`src/rtl/rc4_pkg.sv`:
```
`default_nettype none
// ============================================================================
//  Module      : rc4_pkg
//  Description : Shared types and helpers for the RC4 PRGA stream engine:
//                FSM state encoding and the printable-character predicate.
//  Revision    : 1.0 - initial release
// ============================================================================
package rc4_pkg;

    // One state per clock; the per-byte loop is INC_I .. XOR_WR (9 states)
    typedef enum logic [3:0] {
        ST_IDLE     = 4'd0,
        ST_RD_LEN   = 4'd1,
        ST_WAIT_LEN = 4'd2,
        ST_WR_LEN   = 4'd3,
        ST_INC_I    = 4'd4,
        ST_WAIT_SI  = 4'd5,
        ST_READ_SI  = 4'd6,
        ST_WAIT_SJ  = 4'd7,
        ST_READ_SJ  = 4'd8,
        ST_WR_SI    = 4'd9,
        ST_RD_F     = 4'd10,
        ST_WAIT_F   = 4'd11,
        ST_XOR_WR   = 4'd12,
        ST_DONE     = 4'd13
    } rc4_state_t;

    localparam logic [7:0] CHAR_SPACE = 8'h20;
    localparam logic [7:0] CHAR_LO    = 8'h61;
    localparam logic [7:0] CHAR_HI    = 8'h7A;

    // Accepted plaintext alphabet: space and lowercase a..z
    function automatic logic is_valid_char(input logic [7:0] c);
        return (c == CHAR_SPACE) || ((c >= CHAR_LO) && (c <= CHAR_HI));
    endfunction

endpackage
`default_nettype wire

```
`src/rtl/rc4_prga_stream_if.sv`:
```
`default_nettype none
// ============================================================================
//  Module      : rc4_prga_stream_if
//  Description : Control handshake plus message ROM, result RAM and S RAM
//                buses of the RC4 PRGA stream engine.
//  Revision    : 1.0 - initial release
// ============================================================================
interface rc4_prga_stream_if #(
    parameter int ADDR_WIDTH = 8
);
    logic                  start;
    logic                  finish;
    logic                  valid;
    logic [ADDR_WIDTH-1:0] msg_addr;
    logic [7:0]            msg_q;
    logic [ADDR_WIDTH-1:0] result_addr;
    logic [7:0]            result_data;
    logic                  result_wren;
    logic [ADDR_WIDTH-1:0] s_addr;
    logic [7:0]            s_data;
    logic [7:0]            s_q;
    logic                  s_wren;

    // Engine side
    modport master (
        input  start, msg_q, s_q,
        output finish, valid, msg_addr, result_addr, result_data, result_wren,
               s_addr, s_data, s_wren
    );

    // Controller / memory side
    modport slave (
        output start, msg_q, s_q,
        input  finish, valid, msg_addr, result_addr, result_data, result_wren,
               s_addr, s_data, s_wren
    );
endinterface
`default_nettype wire

```
`src/rtl/rc4_char_check.sv`:
```
`default_nettype none
// ============================================================================
//  Module      : rc4_char_check
//  Description : Combinational plaintext byte checker (space or a..z).
//  Revision    : 1.0 - initial release
// ============================================================================
module rc4_char_check
    import rc4_pkg::*;
(
    input  wire logic [7:0] i_byte,
    output logic            o_valid
);

    // Pure range test, shared with the key-search controller
    assign o_valid = is_valid_char(i_byte);

endmodule
`default_nettype wire

```
`src/rtl/rc4_prga_stream.sv`:
```
`default_nettype none
// ============================================================================
//  Module      : rc4_prga_stream
//  Description : RC4 PRGA decrypt engine. Reads a length-prefixed ciphertext,
//                runs PRGA over a key-scheduled S RAM and writes the
//                length-prefixed plaintext, optionally aborting on the first
//                non-printable byte.
//  Revision    : 1.0 - initial release
// ============================================================================
module rc4_prga_stream
    import rc4_pkg::*;
#(
    parameter int ADDR_WIDTH = 8,
    parameter int MAX_LEN    = 32,
    parameter int CHECK_EN   = 1
) (
    input  wire logic             clk,
    input  wire logic             rst,
    rc4_prga_stream_if.master     bus
);

    localparam logic [7:0] c_max_len = 8'(MAX_LEN);

    rc4_state_t            r_state;
    logic [7:0]            r_i;
    logic [7:0]            r_j;
    logic [7:0]            r_k;
    logic [7:0]            r_len;
    logic [7:0]            r_si;
    logic [7:0]            r_sj;
    logic                  r_finish;
    logic                  r_valid;
    logic [ADDR_WIDTH-1:0] r_msg_addr;
    logic [ADDR_WIDTH-1:0] r_res_addr;
    logic [7:0]            r_res_data;
    logic                  r_res_wren;
    logic [ADDR_WIDTH-1:0] r_s_addr;
    logic [7:0]            r_s_data;
    logic                  r_s_wren;

    logic [7:0]            w_p;
    logic                  w_p_ok;
    logic                  w_abort;
    logic [7:0]            w_j_next;

    // Plaintext byte is keystream XOR ciphertext, both arriving in XOR_WR
    assign w_p      = bus.s_q ^ bus.msg_q;
    assign w_abort  = (CHECK_EN != 0) && !w_p_ok;
    assign w_j_next = r_j + bus.s_q;

    rc4_char_check u_char_check (
        .i_byte  (w_p),
        .o_valid (w_p_ok)
    );

    // Sequencer: every memory address/data/enable is registered here
    always_ff @(posedge clk) begin
        if (rst) begin
            r_state    <= ST_IDLE;
            r_i        <= 8'd0;
            r_j        <= 8'd0;
            r_k        <= 8'd0;
            r_len      <= 8'd0;
            r_si       <= 8'd0;
            r_sj       <= 8'd0;
            r_finish   <= 1'b0;
            r_valid    <= 1'b0;
            r_msg_addr <= '0;
            r_res_addr <= '0;
            r_res_data <= 8'd0;
            r_res_wren <= 1'b0;
            r_s_addr   <= '0;
            r_s_data   <= 8'd0;
            r_s_wren   <= 1'b0;
        end else begin
            // Write enables are single-cycle pulses
            r_res_wren <= 1'b0;
            r_s_wren   <= 1'b0;
            case (r_state)
                ST_IDLE, ST_DONE: begin
                    if (bus.start) begin
                        r_state    <= ST_RD_LEN;
                        r_i        <= 8'd0;
                        r_j        <= 8'd0;
                        r_k        <= 8'd0;
                        r_msg_addr <= '0;
                        r_finish   <= 1'b0;
                        r_valid    <= 1'b0;
                    end
                end
                ST_RD_LEN:   r_state <= ST_WAIT_LEN;
                ST_WAIT_LEN: r_state <= ST_WR_LEN;
                ST_WR_LEN: begin
                    if (bus.msg_q > c_max_len) begin
                        r_valid  <= 1'b0;
                        r_finish <= 1'b1;
                        r_state  <= ST_DONE;
                    end else begin
                        r_len      <= bus.msg_q;
                        r_res_addr <= '0;
                        r_res_data <= bus.msg_q;
                        r_res_wren <= 1'b1;
                        r_valid    <= 1'b1;
                        if (bus.msg_q == 8'd0) begin
                            r_finish <= 1'b1;
                            r_state  <= ST_DONE;
                        end else begin
                            r_k     <= 8'd1;
                            r_state <= ST_INC_I;
                        end
                    end
                end
                ST_INC_I: begin
                    r_i      <= r_i + 8'd1;
                    r_s_addr <= ADDR_WIDTH'(r_i + 8'd1);
                    r_state  <= ST_WAIT_SI;
                end
                ST_WAIT_SI: r_state <= ST_READ_SI;
                ST_READ_SI: begin
                    r_si     <= bus.s_q;
                    r_j      <= w_j_next;
                    r_s_addr <= ADDR_WIDTH'(w_j_next);
                    r_state  <= ST_WAIT_SJ;
                end
                ST_WAIT_SJ: r_state <= ST_READ_SJ;
                ST_READ_SJ: begin
                    r_sj     <= bus.s_q;
                    r_s_addr <= ADDR_WIDTH'(r_j);
                    r_s_data <= r_si;
                    r_s_wren <= 1'b1;
                    r_state  <= ST_WR_SI;
                end
                ST_WR_SI: begin
                    r_s_addr <= ADDR_WIDTH'(r_i);
                    r_s_data <= r_sj;
                    r_s_wren <= 1'b1;
                    r_state  <= ST_RD_F;
                end
                ST_RD_F: begin
                    r_s_addr   <= ADDR_WIDTH'(r_si + r_sj);
                    r_msg_addr <= ADDR_WIDTH'(r_k);
                    r_state    <= ST_WAIT_F;
                end
                ST_WAIT_F: r_state <= ST_XOR_WR;
                ST_XOR_WR: begin
                    // The failing byte is still written before aborting
                    r_res_addr <= ADDR_WIDTH'(r_k);
                    r_res_data <= w_p;
                    r_res_wren <= 1'b1;
                    if (w_abort) begin
                        r_valid  <= 1'b0;
                        r_finish <= 1'b1;
                        r_state  <= ST_DONE;
                    end else if (r_k == r_len) begin
                        r_finish <= 1'b1;
                        r_state  <= ST_DONE;
                    end else begin
                        r_k     <= r_k + 8'd1;
                        r_state <= ST_INC_I;
                    end
                end
                default: r_state <= ST_IDLE;
            endcase
        end
    end

    assign bus.finish      = r_finish;
    assign bus.valid       = r_valid;
    assign bus.msg_addr    = r_msg_addr;
    assign bus.result_addr = r_res_addr;
    assign bus.result_data = r_res_data;
    assign bus.result_wren = r_res_wren;
    assign bus.s_addr      = r_s_addr;
    assign bus.s_data      = r_s_data;
    assign bus.s_wren      = r_s_wren;

endmodule
`default_nettype wire

```
`src/flat_wrapper.sv`:
```
// flat-port wrapper written by rule: the top's interface ports become plain ports
module rc4_prga_stream_flat import rc4_pkg::*;
#(
    parameter int ADDR_WIDTH = 8,
    parameter int MAX_LEN    = 32,
    parameter int CHECK_EN   = 1
)
  (clk, rst, bus_start, bus_msg_q, bus_s_q, bus_finish, bus_valid, bus_msg_addr, bus_result_addr, bus_result_data, bus_result_wren, bus_s_addr, bus_s_data, bus_s_wren);
  rc4_prga_stream_if #(.ADDR_WIDTH(ADDR_WIDTH)) bus_i ();
  input  wire logic clk;
  input  wire logic rst;
  input wire logic [$bits(bus_i.start)-1:0] bus_start;
  input wire logic [$bits(bus_i.msg_q)-1:0] bus_msg_q;
  input wire logic [$bits(bus_i.s_q)-1:0] bus_s_q;
  output wire logic [$bits(bus_i.finish)-1:0] bus_finish;
  output wire logic [$bits(bus_i.valid)-1:0] bus_valid;
  output wire logic [$bits(bus_i.msg_addr)-1:0] bus_msg_addr;
  output wire logic [$bits(bus_i.result_addr)-1:0] bus_result_addr;
  output wire logic [$bits(bus_i.result_data)-1:0] bus_result_data;
  output wire logic [$bits(bus_i.result_wren)-1:0] bus_result_wren;
  output wire logic [$bits(bus_i.s_addr)-1:0] bus_s_addr;
  output wire logic [$bits(bus_i.s_data)-1:0] bus_s_data;
  output wire logic [$bits(bus_i.s_wren)-1:0] bus_s_wren;
  assign bus_i.start = bus_start;
  assign bus_i.msg_q = bus_msg_q;
  assign bus_i.s_q = bus_s_q;
  assign bus_finish = bus_i.finish;
  assign bus_valid = bus_i.valid;
  assign bus_msg_addr = bus_i.msg_addr;
  assign bus_result_addr = bus_i.result_addr;
  assign bus_result_data = bus_i.result_data;
  assign bus_result_wren = bus_i.result_wren;
  assign bus_s_addr = bus_i.s_addr;
  assign bus_s_data = bus_i.s_data;
  assign bus_s_wren = bus_i.s_wren;
  rc4_prga_stream #(.ADDR_WIDTH(ADDR_WIDTH), .MAX_LEN(MAX_LEN), .CHECK_EN(CHECK_EN)) u_core (.clk(clk), .rst(rst), .bus(bus_i));
endmodule
```
`config.mk`:
```
export PLATFORM = sky130hd
export DESIGN_NAME = rc4_prga_stream_flat
export DESIGN_NICKNAME = d
export VERILOG_FILES = /design/src/rtl/rc4_pkg.sv /design/src/rtl/rc4_prga_stream_if.sv /design/src/rtl/rc4_char_check.sv /design/src/rtl/rc4_prga_stream.sv /design/src/flat_wrapper.sv
export SDC_FILE = /design/constraint.sdc
export NUM_CORES = 1
export LEC_CHECK = 0
export CAP_MARGIN = 0
export CORE_UTILIZATION = 60
export CTS_CLUSTER_DIAMETER = 60
export CTS_CLUSTER_SIZE = 30
export DETAILED_ROUTE_END_ITERATION = 7
export PLACE_DENSITY = 0.85
export SYNTH_ARGS = -nofsm -noshare
export SYNTH_HDL_FRONTEND = slang
export SYNTH_SLANG_ARGS = --single-unit
```
`constraint.sdc`:
```
create_clock -name clk -period 3.11 [get_ports clk]
set_input_delay 0.311 -clock clk [delete_from_list [all_inputs] [get_ports clk]]
set_output_delay 0.311 -clock clk [all_outputs]
set_load 0.03 [all_outputs]
```
==> run_results.csv <==
group,metric,value,unit
layout,regArea,1920,sq um
detailed_routing,drc,0,
floorplanning,core_area,8220,sq um
sta,fmax,0.388,GHz
floorplanning,die_y,93.9,um
synth,synth.largest_area_cell,"dfxtp_1",
floorplanning,num_rows,33,
global_routing,grt_busiest_layer,"met2",
worst_setup_path,end_kind,"register",
synth,syn_area,5070,sq um
global_routing,use_met3,0.0623,
floorplanning,initial_utilization,0.617,
floorplanning,io_pins,63,
clocking,postCtsSetupBuffers,0,
sta,rsz0062_at_grt,"no",
detailed_routing,wirelength,14200,um
sta,finalSetupTns,0,ns
clocking,clock-sinks,96,
layout,multi_input_area,2940,sq um
synth,ys_ff_latch,96,
global_routing,grt_first_pass_wirelength,22600,um
clocking,cts_tree,"built",
worst_setup_path,startpoint_type,"register",
synth,synthTopCellsByArea,"dfxtp_1, a21oi_1, nand2_1",
synth,synth_warnings,0,
sta,finalSetupViolations,0,
synth,synth_nets,666,
layout,drive_above_1_share,0.0687,
detailed_routing,vias,4953,
layout,nNetsFinal,716,
worst_hold_path,holdCritPathClass,"in -> reg",
floorplanning,die-area,8820,sq um
clocking,hold_buffers,0,
place,place.gp.congestion,0.986,
synth,synth_top_area_share,0.379,
worst_setup_path,r2r_start,"u_core.r_state[1]",
layout,areaGrowthSynthToFinish,17.6,%
pwr,vdd_drop_max,230,uV
worst_setup_path,worst-setup-path-type,"reg -> reg",
layout,fillCellCount,656,
global_routing,grt_start_max_net_pins,46,
detailed_routing,ant_nets,0,
global_routing,antenna_found_initial,0,
detailed_routing,via_per_inst,6.28,
clocking,cts_max_path_buffers,2,
place,dp_hpwl,10200,um
worst_setup_path,cp.arrival,2.87,ns
synth,yosysSeqAreaShare,0.379,
worst_hold_path,worstHoldPathCells,3,
synth,ys_types,61,
synth,async_reset_ff_frac,0,
sta,period_needed,2.58,ns
global_routing,track_usage,0.335,
clocking,postCtsResizedCells,0,
worst_hold_path,min_to,"u_core.bus.finish",
worst_setup_path,required,3.40,ns
pwr,p_per_area,504,nW/um^2
pwr,leakage,2.12,nW
synth,synth_enable_flop_cells,0,
layout,diodes,0,
global_routing,grt_pass1_vias,4596,
sta,whs,0.434,ns
worst_setup_path,crit_fanout,21,
detailed_routing,wire_per_inst,18.0,um
sta,drv_slew,0,
clocking,numCtsBuffers,9,
global_routing,gr-usage-met1,0.456,
layout,final_util,0.726,
place,placed_area,5750,sq um
detailed_routing,drt_iter0_markers,490,
global_routing,grt_overflow_total,0,
place,dp.cells,773,
clocking,root_buffer,"clkbuf_8",
worst_hold_path,min_from,"rst",
sta,worst_pin_slew,0.700,ns
sta,hold_viol_final,0,
synth,syn-instance-count,629,
clocking,clk_transition_reported_paths,0.09,ns
synth,ys.flop_type,"dfxtp_1",
sta,slew_headroom,0.533,
layout,fin_area,5960,sq um
worst_setup_path,worstRegToRegCells,6,
worst_setup_path,reg2reg_to,"u_core.r_k[6]",
outcome,status,"complete, no violations",
synth,synth_area_per_cell,8.06,sq um
detailed_routing,firstDrtPassIters,5,
floorplanning,die_width,93.9,um
sta,skew,0.00958,ns
clocking,htree_levels,3,
clocking,clock_latency,0.37,ns
global_routing,met2_usage,0.510,
sta,fin_crit_sh,0.829,
worst_setup_path,regToRegSetupSlack,0.53,ns
flow_run,max-cap-violations,0,
layout,instances_no_fill,789,
place,io_buffers,62,
## per-layer routing
metal	wire length (um)	vias up
li1	-	2324
met4	468	0
met3	1250	51
met2	6200	258
met5	0	-
met1	6310	2320
## synthesized netlist by cell type (9+ instances only)
cell type  count
clkbuf_1      30
nor2_1        48
dfxtp_1       96
a211oi_1      13
mux2i_1       16
nor3_1         9
nand2_1      103
a21oi_1       80
xor2_1        10
xnor2_1       22
nand3_1       27
o21ai_0       27
a22oi_1       13
ha_1          16
## through the flow
| stage | total power (W) | setup WS (ns) |
|---|---|---|
| 2_1_floorplan | 0.00190 | 1.07 |
| 3_3_place_gp | 0.00213 | 0.422 |
| 3_5_place_dp | 0.00214 | 0.367 |
| 4_1_cts | 0.00300 | 0.620 |
| 5_1_grt | 0.00313 | 0.420 |
| 6_report | 0.00301 | 0.533 |
## cells by family (layout without fill, tap and decap cells)
kind of cell | Yosys count | after routing | share of synthesized area
AOI/OAI and AO/OA | 179 | 179 | 0.220
xor gates and xnor gates | 32 | 32 | 0.0553
adders and majority gates | 18 | 18 | 0.0474
buffers and inverters | 45 | 100 | 0.0405
DFF | 96 | 96 | 0.379
muxes | 17 | 17 | 0.0338
and+or+nand+nor | 242 | 242 | 0.224
## sequential cells by signal, summed over array words and instances, names as in the netlist
signal	count
u_core.bus.s_addr	8
u_core.bus.msg_addr	8
u_core.r_i	8
u_core.r_k	8
u_core.bus.s_data	8
u_core.bus.result_wren	1
u_core.r_sj	8
u_core.bus.valid	1
u_core.bus.result_addr	8
u_core.r_j	8
u_core.r_state	4
u_core.r_len	8
u_core.r_si	8
u_core.bus.result_data	8
u_core.bus.s_wren	1
u_core.bus.finish	1
## worst max-delay path, cell delays in order, from the launching register on
cell and delay (ns):
dfxtp_1 0.78, and4bb_2 0.40, a31oi_1 0.07, a21o_2 0.25
a2111o_1 0.49, a21oi_1 0.24, mux2i_1 0.25
## cell type report
class,count,share of cell area
tap,105,0.0220
clock buffer,12,0.0260
sequential,96,0.322
inverter,6,0.00378
multi-input combinational,488,0.494
clock inverter,4,0.00881
timing repair buffer,78,0.123
## cells in the final DEF (no fill, tap or decap), types with 13 or more instances in the layout
cell type	Yosys	final
xnor2_1	22	22
nand3_1	27	27
a21oi_1	80	80
dfxtp_1	96	96
mux2i_1	16	16
buf_4	1	16
nor2_1	48	48
a22oi_1	13	13
clkdlybuf4s50_1	0	61
a211oi_1	13	13
ha_1	16	16
nand2_1	103	103
o21ai_0	27	27
## worst max path at each step
stage          slack, ns  cells after the start                   end              start
3_3_place_gp        0.42                      7         u_core.r_k[7]         bus_s_q[6]
5_1_grt             0.42                      6         u_core.r_k[6]  u_core.r_state[1]
6_report            0.53                      6         u_core.r_k[6]  u_core.r_state[1]
3_5_place_dp        0.37                      9  u_core.bus.s_addr[6]         bus_s_q[0]
2_1_floorplan       1.07                      6         u_core.r_k[7]       bus_msg_q[1]
4_1_cts             0.62                      6         u_core.r_k[6]  u_core.r_state[1]
## power breakdown
| group | internal (W) | switching [W] | leakage, nW | total, W |
|---|---|---|---|---|
| Clock | 0.000416 | 0.000450 | 0.0948 | 0.000867 |
| Combinational | 0.000289 | 0.000473 | 1.25 | 0.000763 |
| Sequential | 0.00129 | 0.0000823 | 0.775 | 0.00138 |
| Total | 0.00200 | 0.00101 | 2.12 | 0.00301 |
No activity file was read; power rests on OpenSTA's default activity.
